`src/rtl/gpu_rect_span_sequencer_pkg.sv`:
```
// Shared definitions for the rectangle span sequencer slice.
//   COORD_W : coordinate width (x, y, w, h, xpos, ypos)
//   RGB_W   : RGB888 colour width
//   LEN_W   : downstream span length code width
//   state_t : sequencer FSM states
//   len_code: forms the downstream length code from a clipped width
package gpu_rect_span_sequencer_pkg;

   localparam int unsigned COORD_W = 16;
   localparam int unsigned RGB_W   = 24;
   localparam int unsigned LEN_W   = 24;

   typedef enum logic [2:0] {
      IDLE,
      CLIP,
      DROP,
      REQ,
      RUN,
      GAP
   } state_t;

   // Zero-extend the clipped width, subtract the downstream adjustment, clamp at 0.
   function automatic logic [LEN_W-1:0] len_code(input logic [COORD_W-1:0] cw,
                                                 input logic [LEN_W-1:0]   adj);
      logic [LEN_W-1:0] ext;
      ext = LEN_W'(cw);
      return (ext > adj) ? (ext - adj) : '0;
   endfunction

endpackage

```
`src/rtl/gpu_rect_span_sequencer_if.sv`:
```
// Bus interfaces of the rectangle span sequencer.
//   gpu_cmd_if : rectangle-fill command channel (valid/ready)
//                master = command source, slave = sequencer
//   gpu_span_if: span request channel to the SDRAM write-control stage
//                master = sequencer, slave = write-control stage
interface gpu_cmd_if;
   import gpu_rect_span_sequencer_pkg::*;

   logic               cmd_valid;
   logic               cmd_ready;
   logic [COORD_W-1:0] cmd_x;
   logic [COORD_W-1:0] cmd_y;
   logic [COORD_W-1:0] cmd_w;
   logic [COORD_W-1:0] cmd_h;
   logic [RGB_W-1:0]   cmd_color;

   modport master (output cmd_valid, cmd_x, cmd_y, cmd_w, cmd_h, cmd_color,
                   input  cmd_ready);
   modport slave  (input  cmd_valid, cmd_x, cmd_y, cmd_w, cmd_h, cmd_color,
                   output cmd_ready);
endinterface

interface gpu_span_if;
   import gpu_rect_span_sequencer_pkg::*;

   logic [COORD_W-1:0] xpos;
   logic [COORD_W-1:0] ypos;
   logic [RGB_W-1:0]   pixel;
   logic [LEN_W-1:0]   len;
   logic               enable;
   logic               busy;

   modport master (output xpos, ypos, pixel, len, enable,
                   input  busy);
   modport slave  (input  xpos, ypos, pixel, len, enable,
                   output busy);
endinterface

```
`src/rtl/gpu_rect_span_sequencer_clip.sv`:
```
// gpu_rect_clip: registered rectangle clipper, captured on load.
//   clk, rst   : clock, synchronous active-high reset
//   load       : capture x/y/w/h this cycle
//   x, y, w, h : rectangle origin and size
//   cw         : clipped width  (min(x+w, H_DISP) - x)
//   y_end      : last row       (min(y+h, V_DISP) - 1)
//   empty      : rectangle lies off-screen or has zero size; cw/y_end are then meaningless
module gpu_rect_clip
   import gpu_rect_span_sequencer_pkg::*;
#(
   parameter int unsigned H_DISP = 800,
   parameter int unsigned V_DISP = 480
) (
   input  logic               clk,
   input  logic               rst,
   input  logic               load,
   input  logic [COORD_W-1:0] x,
   input  logic [COORD_W-1:0] y,
   input  logic [COORD_W-1:0] w,
   input  logic [COORD_W-1:0] h,
   output logic [COORD_W-1:0] cw,
   output logic [COORD_W-1:0] y_end,
   output logic               empty
);

   localparam int unsigned    CW1   = COORD_W + 1;
   localparam logic [CW1-1:0] H_LIM = CW1'(H_DISP);
   localparam logic [CW1-1:0] V_LIM = CW1'(V_DISP);

   // One extra bit so x+w and y+h never wrap.
   logic [CW1-1:0] x_sum, y_sum, x1, y1;
   logic           is_empty;

   always_comb begin
      x_sum    = {1'b0, x} + {1'b0, w};
      y_sum    = {1'b0, y} + {1'b0, h};
      x1       = (x_sum > H_LIM) ? H_LIM : x_sum;
      y1       = (y_sum > V_LIM) ? V_LIM : y_sum;
      is_empty = ({1'b0, x} >= H_LIM) || ({1'b0, y} >= V_LIM) ||
                 (w == '0) || (h == '0);
   end

   always_ff @(posedge clk) begin
      if (rst) begin
         cw    <= '0;
         y_end <= '0;
         empty <= 1'b1;
      end else if (load) begin
         cw    <= COORD_W'(x1 - {1'b0, x});
         y_end <= COORD_W'(y1 - CW1'(1));
         empty <= is_empty;
      end
   end

endmodule

```
`src/rtl/gpu_rect_span_sequencer.sv`:
```
// gpu_rect_span_sequencer: accepts rectangle-fill commands, clips them to the
// display and issues one horizontal span per row to the SDRAM write-control stage.
//   clk, rst : clock, synchronous active-high reset
//   cmd      : command channel (valid/ready, x, y, w, h, colour)
//   span     : span channel (xpos, ypos, pixel, len, enable out; busy in)
//   seq_busy : high from command accept until the last span completes
//   done     : one-cycle pulse after the final span or a dropped empty command
module gpu_rect_span_sequencer
   import gpu_rect_span_sequencer_pkg::*;
#(
   parameter int unsigned H_DISP  = 800,
   parameter int unsigned V_DISP  = 480,
   parameter int unsigned GAP_CYC = 2,
   parameter int unsigned LEN_ADJ = 0
) (
   input  logic      clk,
   input  logic      rst,
   gpu_cmd_if.slave  cmd,
   gpu_span_if.master span,
   output logic      seq_busy,
   output logic      done
);

   // The downstream needs at least two idle cycles between spans.
   localparam int unsigned     GAP_EFF  = (GAP_CYC < 2) ? 2 : GAP_CYC;
   localparam int unsigned     GW       = $clog2(GAP_EFF);
   localparam logic [GW-1:0]   GAP_LAST = GW'(GAP_EFF - 1);
   localparam logic [LEN_W-1:0] ADJ     = LEN_W'(LEN_ADJ);

   state_t             state;
   logic [GW-1:0]      gap_cnt;
   logic [COORD_W-1:0] lat_x;
   logic [COORD_W-1:0] lat_y;
   logic [RGB_W-1:0]   lat_color;
   logic               accept;

   logic [COORD_W-1:0] clip_cw;
   logic [COORD_W-1:0] clip_y_end;
   logic               clip_empty;

   always_comb begin
      accept = (state == IDLE) && cmd.cmd_ready && cmd.cmd_valid;
   end

   gpu_rect_clip #(
      .H_DISP (H_DISP),
      .V_DISP (V_DISP)
   ) u_clip (
      .clk   (clk),
      .rst   (rst),
      .load  (accept),
      .x     (cmd.cmd_x),
      .y     (cmd.cmd_y),
      .w     (cmd.cmd_w),
      .h     (cmd.cmd_h),
      .cw    (clip_cw),
      .y_end (clip_y_end),
      .empty (clip_empty)
   );

   // ypos doubles as the row counter.
   always_ff @(posedge clk) begin
      if (rst) begin
         state         <= IDLE;
         gap_cnt       <= '0;
         lat_x         <= '0;
         lat_y         <= '0;
         lat_color     <= '0;
         cmd.cmd_ready <= 1'b0;
         span.enable   <= 1'b0;
         span.xpos     <= '0;
         span.ypos     <= '0;
         span.pixel    <= '0;
         span.len      <= '0;
         seq_busy      <= 1'b0;
         done          <= 1'b0;
      end else begin
         done <= 1'b0;
         case (state)
            IDLE: begin
               // cmd_ready rises the cycle after done, so done and an accept never coincide.
               if (!cmd.cmd_ready) begin
                  cmd.cmd_ready <= 1'b1;
               end else if (cmd.cmd_valid) begin
                  cmd.cmd_ready <= 1'b0;
                  lat_x         <= cmd.cmd_x;
                  lat_y         <= cmd.cmd_y;
                  lat_color     <= cmd.cmd_color;
                  seq_busy      <= 1'b1;
                  state         <= CLIP;
               end
            end
            CLIP: begin
               if (clip_empty) begin
                  done     <= 1'b1;
                  seq_busy <= 1'b0;
                  state    <= DROP;
               end else begin
                  span.ypos   <= lat_y;
                  span.xpos   <= lat_x;
                  span.pixel  <= lat_color;
                  span.len    <= len_code(clip_cw, ADJ);
                  span.enable <= 1'b1;
                  state       <= REQ;
               end
            end
            DROP: begin
               cmd.cmd_ready <= 1'b1;
               state         <= IDLE;
            end
            REQ: begin
               if (span.busy) begin
                  span.enable <= 1'b0;
                  state       <= RUN;
               end
            end
            RUN: begin
               if (!span.busy) begin
                  gap_cnt <= '0;
                  state   <= GAP;
               end
            end
            GAP: begin
               if (gap_cnt == GAP_LAST) begin
                  if (span.ypos == clip_y_end) begin
                     done     <= 1'b1;
                     seq_busy <= 1'b0;
                     state    <= IDLE;
                  end else begin
                     span.ypos   <= span.ypos + 1'b1;
                     span.enable <= 1'b1;
                     state       <= REQ;
                  end
               end else begin
                  gap_cnt <= gap_cnt + 1'b1;
               end
            end
            default: state <= IDLE;
         endcase
      end
   end

endmodule
```
`src/flat_wrapper.sv`:
```
// flat-port wrapper written by rule: the top's interface ports become plain ports
module gpu_rect_span_sequencer_flat import gpu_rect_span_sequencer_pkg::*;
#(
   parameter int unsigned H_DISP  = 800,
   parameter int unsigned V_DISP  = 480,
   parameter int unsigned GAP_CYC = 2,
   parameter int unsigned LEN_ADJ = 0
)
  (clk, rst, seq_busy, done, cmd_cmd_valid, cmd_cmd_x, cmd_cmd_y, cmd_cmd_w, cmd_cmd_h, cmd_cmd_color, cmd_cmd_ready, span_xpos, span_ypos, span_pixel, span_len, span_enable, span_busy);
  gpu_cmd_if cmd_i ();
  gpu_span_if span_i ();
  input  logic clk;
  input  logic rst;
  output logic seq_busy;
  output logic done;
  input wire logic [$bits(cmd_i.cmd_valid)-1:0] cmd_cmd_valid;
  input wire logic [$bits(cmd_i.cmd_x)-1:0] cmd_cmd_x;
  input wire logic [$bits(cmd_i.cmd_y)-1:0] cmd_cmd_y;
  input wire logic [$bits(cmd_i.cmd_w)-1:0] cmd_cmd_w;
  input wire logic [$bits(cmd_i.cmd_h)-1:0] cmd_cmd_h;
  input wire logic [$bits(cmd_i.cmd_color)-1:0] cmd_cmd_color;
  output wire logic [$bits(cmd_i.cmd_ready)-1:0] cmd_cmd_ready;
  output wire logic [$bits(span_i.xpos)-1:0] span_xpos;
  output wire logic [$bits(span_i.ypos)-1:0] span_ypos;
  output wire logic [$bits(span_i.pixel)-1:0] span_pixel;
  output wire logic [$bits(span_i.len)-1:0] span_len;
  output wire logic [$bits(span_i.enable)-1:0] span_enable;
  input wire logic [$bits(span_i.busy)-1:0] span_busy;
  assign cmd_i.cmd_valid = cmd_cmd_valid;
  assign cmd_i.cmd_x = cmd_cmd_x;
  assign cmd_i.cmd_y = cmd_cmd_y;
  assign cmd_i.cmd_w = cmd_cmd_w;
  assign cmd_i.cmd_h = cmd_cmd_h;
  assign cmd_i.cmd_color = cmd_cmd_color;
  assign cmd_cmd_ready = cmd_i.cmd_ready;
  assign span_xpos = span_i.xpos;
  assign span_ypos = span_i.ypos;
  assign span_pixel = span_i.pixel;
  assign span_len = span_i.len;
  assign span_enable = span_i.enable;
  assign span_i.busy = span_busy;
  gpu_rect_span_sequencer #(.H_DISP(H_DISP), .V_DISP(V_DISP), .GAP_CYC(GAP_CYC), .LEN_ADJ(LEN_ADJ)) u_core (.clk(clk), .rst(rst), .cmd(cmd_i), .span(span_i), .seq_busy(seq_busy), .done(done));
endmodule
```
`config.mk`:
```
export PLATFORM = sky130hd
export DESIGN_NAME = gpu_rect_span_sequencer_flat
export DESIGN_NICKNAME = d
export VERILOG_FILES = /design/src/rtl/gpu_rect_span_sequencer_pkg.sv /design/src/rtl/gpu_rect_span_sequencer_if.sv /design/src/rtl/gpu_rect_span_sequencer_clip.sv /design/src/rtl/gpu_rect_span_sequencer.sv /design/src/flat_wrapper.sv
export SDC_FILE = /design/constraint.sdc
export NUM_CORES = 1
export LEC_CHECK = 0
export BUFFER_PORTS_ARGS = -buffer_cell sky130_fd_sc_hd__buf_4
export CAP_MARGIN = 20
export CORE_ASPECT_RATIO = 0.6
export CORE_MARGIN = 3
export CORE_UTILIZATION = 30
export CTS_CLUSTER_SIZE = 8
export DETAILED_ROUTE_END_ITERATION = 6
export GPL_ROUTABILITY_DRIVEN = 0
export SLEW_MARGIN = 30
export SYNTH_ARGS = -nofsm -noshare
export SYNTH_HDL_FRONTEND = slang
export SYNTH_SLANG_ARGS = --single-unit
```
`constraint.sdc`:
```
create_clock -name clk -period 13.1 [get_ports clk]
set_clock_uncertainty 0.2 [all_clocks]
set_input_delay 2.62 -clock clk [delete_from_list [all_inputs] [get_ports clk]]
set_output_delay 2.62 -clock clk [all_outputs]
set_load 0.005 [all_outputs]
```
==> impl_metrics.csv <==
group,metric,value,unit
clock_network,holdBufCountCts,0,
sta,rsz0062_at_grt,"false",
detailed_routing,drtPass1Iterations,5,
layout,diodes,0,
power_and_ir_drop,power_switching,0.000395,W
run,drv_cap,0,
die,die_w,237,um
run_status,status,"completed",
clock_network,cts_resized,0,
power_and_ir_drop,swShare,0.299,
synth,yosys.area.top_type,"dfxtp_1",
hold_path,min_path_type,"flop to flop",
sta,setup_ws,5.55,ns
synth,synth-async-reset-ratio,0,
synth,ys_types,84,
power_and_ir_drop,comb_power_share,0.186,
detailed_routing,wl,29100,um
worst_setup_path,cp_slowest_stage_delay,0.48,ns
layout,final_layout_size_suffix_gt1_frac,0.166,
placement,portBuffers,167,
clock_network,cts.path.max_buffers,2,
clock_network,clock_sinks,169,
grt,grtUsageTotal,0.169,
power_and_ir_drop,p_clk_frac,0.402,
layout,layout.nets,1529,
die,core_area,0.0313,mm2
sta,max_freq,132,MHz
detailed_routing,ant_nets,0,
sta,slew_headroom,0.401,
power_and_ir_drop,peakVddDrop,0.0915,mV
clock_network,clk_latency,0.44,ns
worst_setup_path,worstPathRequired,13.19,ns
power_and_ir_drop,power_density,113,mW/mm2
grt,grt-ovfl-total,0,
detailed_routing,wl_per_cell,16.0,um
worst_setup_path,crit_slowest_cell,"a221oi_4",
clock_network,cts_setup_buffers,0,
placement,post-dp-hpwl,21500,um
sta,hold_viol_final,0,
worst_setup_path,worst_setup_path_start_kind,"primary input",
sta,setup_viol,0,
sta,slew_viol_final,0,
clock_network,clk_pin_slew,0.07,ns
worst_setup_path,worst_path_most_repeated_cell,"a21oi_1",
die,rows,50,
synth,synth.avg_cell_area,7.60,um2
clock_network,cts_tree,"yes",
synth,synth_top_cell_area_share,0.352,
synth,synth-seq-area-share,0.352,
power_and_ir_drop,p_int,0.000925,W
die,initial_utilization,0.306,
sta,worst_slew_pin_slew,0.888,ns
power_and_ir_drop,power_leakage,4.68,nW
sta,period_minus_slack,7.55,ns
clock_network,numCtsBuffers,17,
synth,synth_edf_count,0,
die,ios,176,
layout,final_common_cell,"nand2_1",
grt,grt_start_max_net_pins,97,
synth,synth_area_leaders,"dfxtp_1 35%, nand2_1 12%, a21oi_1 9.2%",
synth,syn_area,0.00960,mm2
sta,tns,0,ns
clock_network,root_buffer,"clkbuf_16",
worst_setup_path,crit_type,"primary input to flop",
synth,yosys_register_bits,169,
die,dieHeight,145,um
placement,place_ws,5.20,ns
power_and_ir_drop,power,0.00132,W
detailed_routing,via_per_inst,5.11,
worst_setup_path,crit_path_end_kind,"flop",
detailed_routing,drt_iter0_markers,704,
worst_setup_path,path_max_fanout,7,
die,die-area,0.0343,mm2
worst_setup_path,worst_ep_arrival_time,7.63,ns
grt,grt_pass1_vias,8557,
sta,final.period_utilization,0.576,
power_and_ir_drop,p_seq_frac,0.412,
detailed_routing,dr_total_vias,9268,
layout,layout_common_cells,"307 x nand2_1, 177 x a21oi_1, 172 x buf_4",
layout,syn2layout_area_growth,21.9,%
synth,synth_flop_cell,"dfxtp_1",
grt,grt_pass1_wl,46500,um
clock_network,h-tree-depth,4,
synth,ys_warn_count,0,
detailed_routing,drc,0,
synth,syn_inst,1263,
grt,antenna_found_initial,0,
worst_setup_path,crit_chain,"buf_4 > ha_1 > inv_1 > fa_1 > nand2b_1 > a21oi_2 > o211ai_2 > a21oi_1 > o21bai_1 > a221oi_4 > or3_1 > nor2_1 > fa_1 > a21o_1 > a21oi_1 > o21bai_1 > a21oi_1 > o211ai_1 > a211oi_1 > o21ai_0 > a21oi_1 > nand3b_1 > a21oi_1",
## path summary, 6_finish.rpt
path	start	end	slack (ns)	depth (start not counted)
setup / recovery	cmd_cmd_x[0]	u_core.u_clip.cw[14]$_SDFFE_PP0P_	5.55	23
hold / removal	u_core.lat_color[1]$_SDFFE_PP0P_	u_core.span.pixel[1]$_SDFFE_PP0P_	0.25	2
setup reg to reg	u_core.state[2]$_SDFFE_PP0P_	u_core.u_clip.y_end[15]$_SDFFE_PP0P_	10.08	5
hold reg to reg	u_core.lat_color[1]$_SDFFE_PP0P_	u_core.span.pixel[1]$_SDFFE_PP0P_	0.25	2
## flip-flops by register name, indices dropped and copies added (netlist names), 3 cells and up
name and flops:
u_core.lat_color 24, u_core.span.pixel 24, u_core.lat_x 16, u_core.lat_y 16
u_core.span.len 16, u_core.span.xpos 16, u_core.span.ypos 16, u_core.u_clip.cw 16
u_core.u_clip.y_end 16, u_core.state 3
## worst max-delay path: cells and delay by family
family	cells	cell delay (ns)
buffers and inverters	2	0.19
AO/OA/AOI/OAI	14	3.06
adder cells (fa/ha/maj)	3	1.02
AND/OR/NAND/NOR	4	0.74
## cells in the mapped netlist, types with 9 or more instances
cell,instances
nand2_1,308
a21oi_1,177
dfxtp_1,169
nor2_1,69
clkbuf_1,53
ha_1,48
inv_1,38
o21ai_0,36
xor2_1,25
nand3_1,23
nor3_1,22
a211oi_1,18
nor4_1,18
xnor2_1,18
nand4_1,15
a21o_1,12
and3_1,12
o21a_1,12
o21bai_1,12
nand2b_1,11
buf_4,10
nor2b_1,9
## cell type report
cell class / instances / area (um2)
Fill cell: 3287 / 19600
Multi-Input combinational cell: 987 / 5740
Sequential cell: 169 / 3380
Timing Repair Buffer: 173 / 1300
Tap cell: 416 / 520
Clock buffer: 18 / 439
Clock inverter: 14 / 181
Inverter: 38 / 143
## cell families (layout without fill, tap and decap cells)
family / Yosys count / in the layout / share of synthesized area
mux: 8 / 8 / 0.00847
compound gates: 348 / 348 / 0.229
other cells: 1 / 13 / 0.000391
simple gates: 523 / 523 / 0.243
flops: 169 / 169 / 0.352
fa+ha+maj: 51 / 51 / 0.0688
xor+xnor: 44 / 44 / 0.0409
buf+inv: 119 / 243 / 0.0567
## per-layer routing
layer	GRT usage	share of wire
met1	0.246	0.51
met4	0.0346	0.0091
met3	0.0406	0.057
met2	0.254	0.43
met5	0	0
## power by group through the flow
stage	clock network [W]	logic (W)	registers [W]
4_1_cts	0.000545	0.000244	0.000544
6_report	0.000530	0.000246	0.000544
3_5_place_dp	0	0.000243	0.000556
5_1_grt	0.000565	0.000275	0.000547
2_1_floorplan	0	0.000175	0.000552
3_3_place_gp	0	0.000239	0.000556
## stage by stage
step | utilization | area (um2) | hold WS (ns) | cells
final | 0.374 | 11700 | 0.250 | 1815
after CTS | 0.373 | 11700 | 0.253 | 1815
after global placement | 0.353 | 11100 | 0.237 | 1783
after floorplan | - | 9650 | 0.231 | 1275
after global routing | 0.374 | 11700 | 0.267 | 1815
after detailed placement | 0.354 | 11100 | 0.243 | 1783
(Power assumes the default switching activity.)
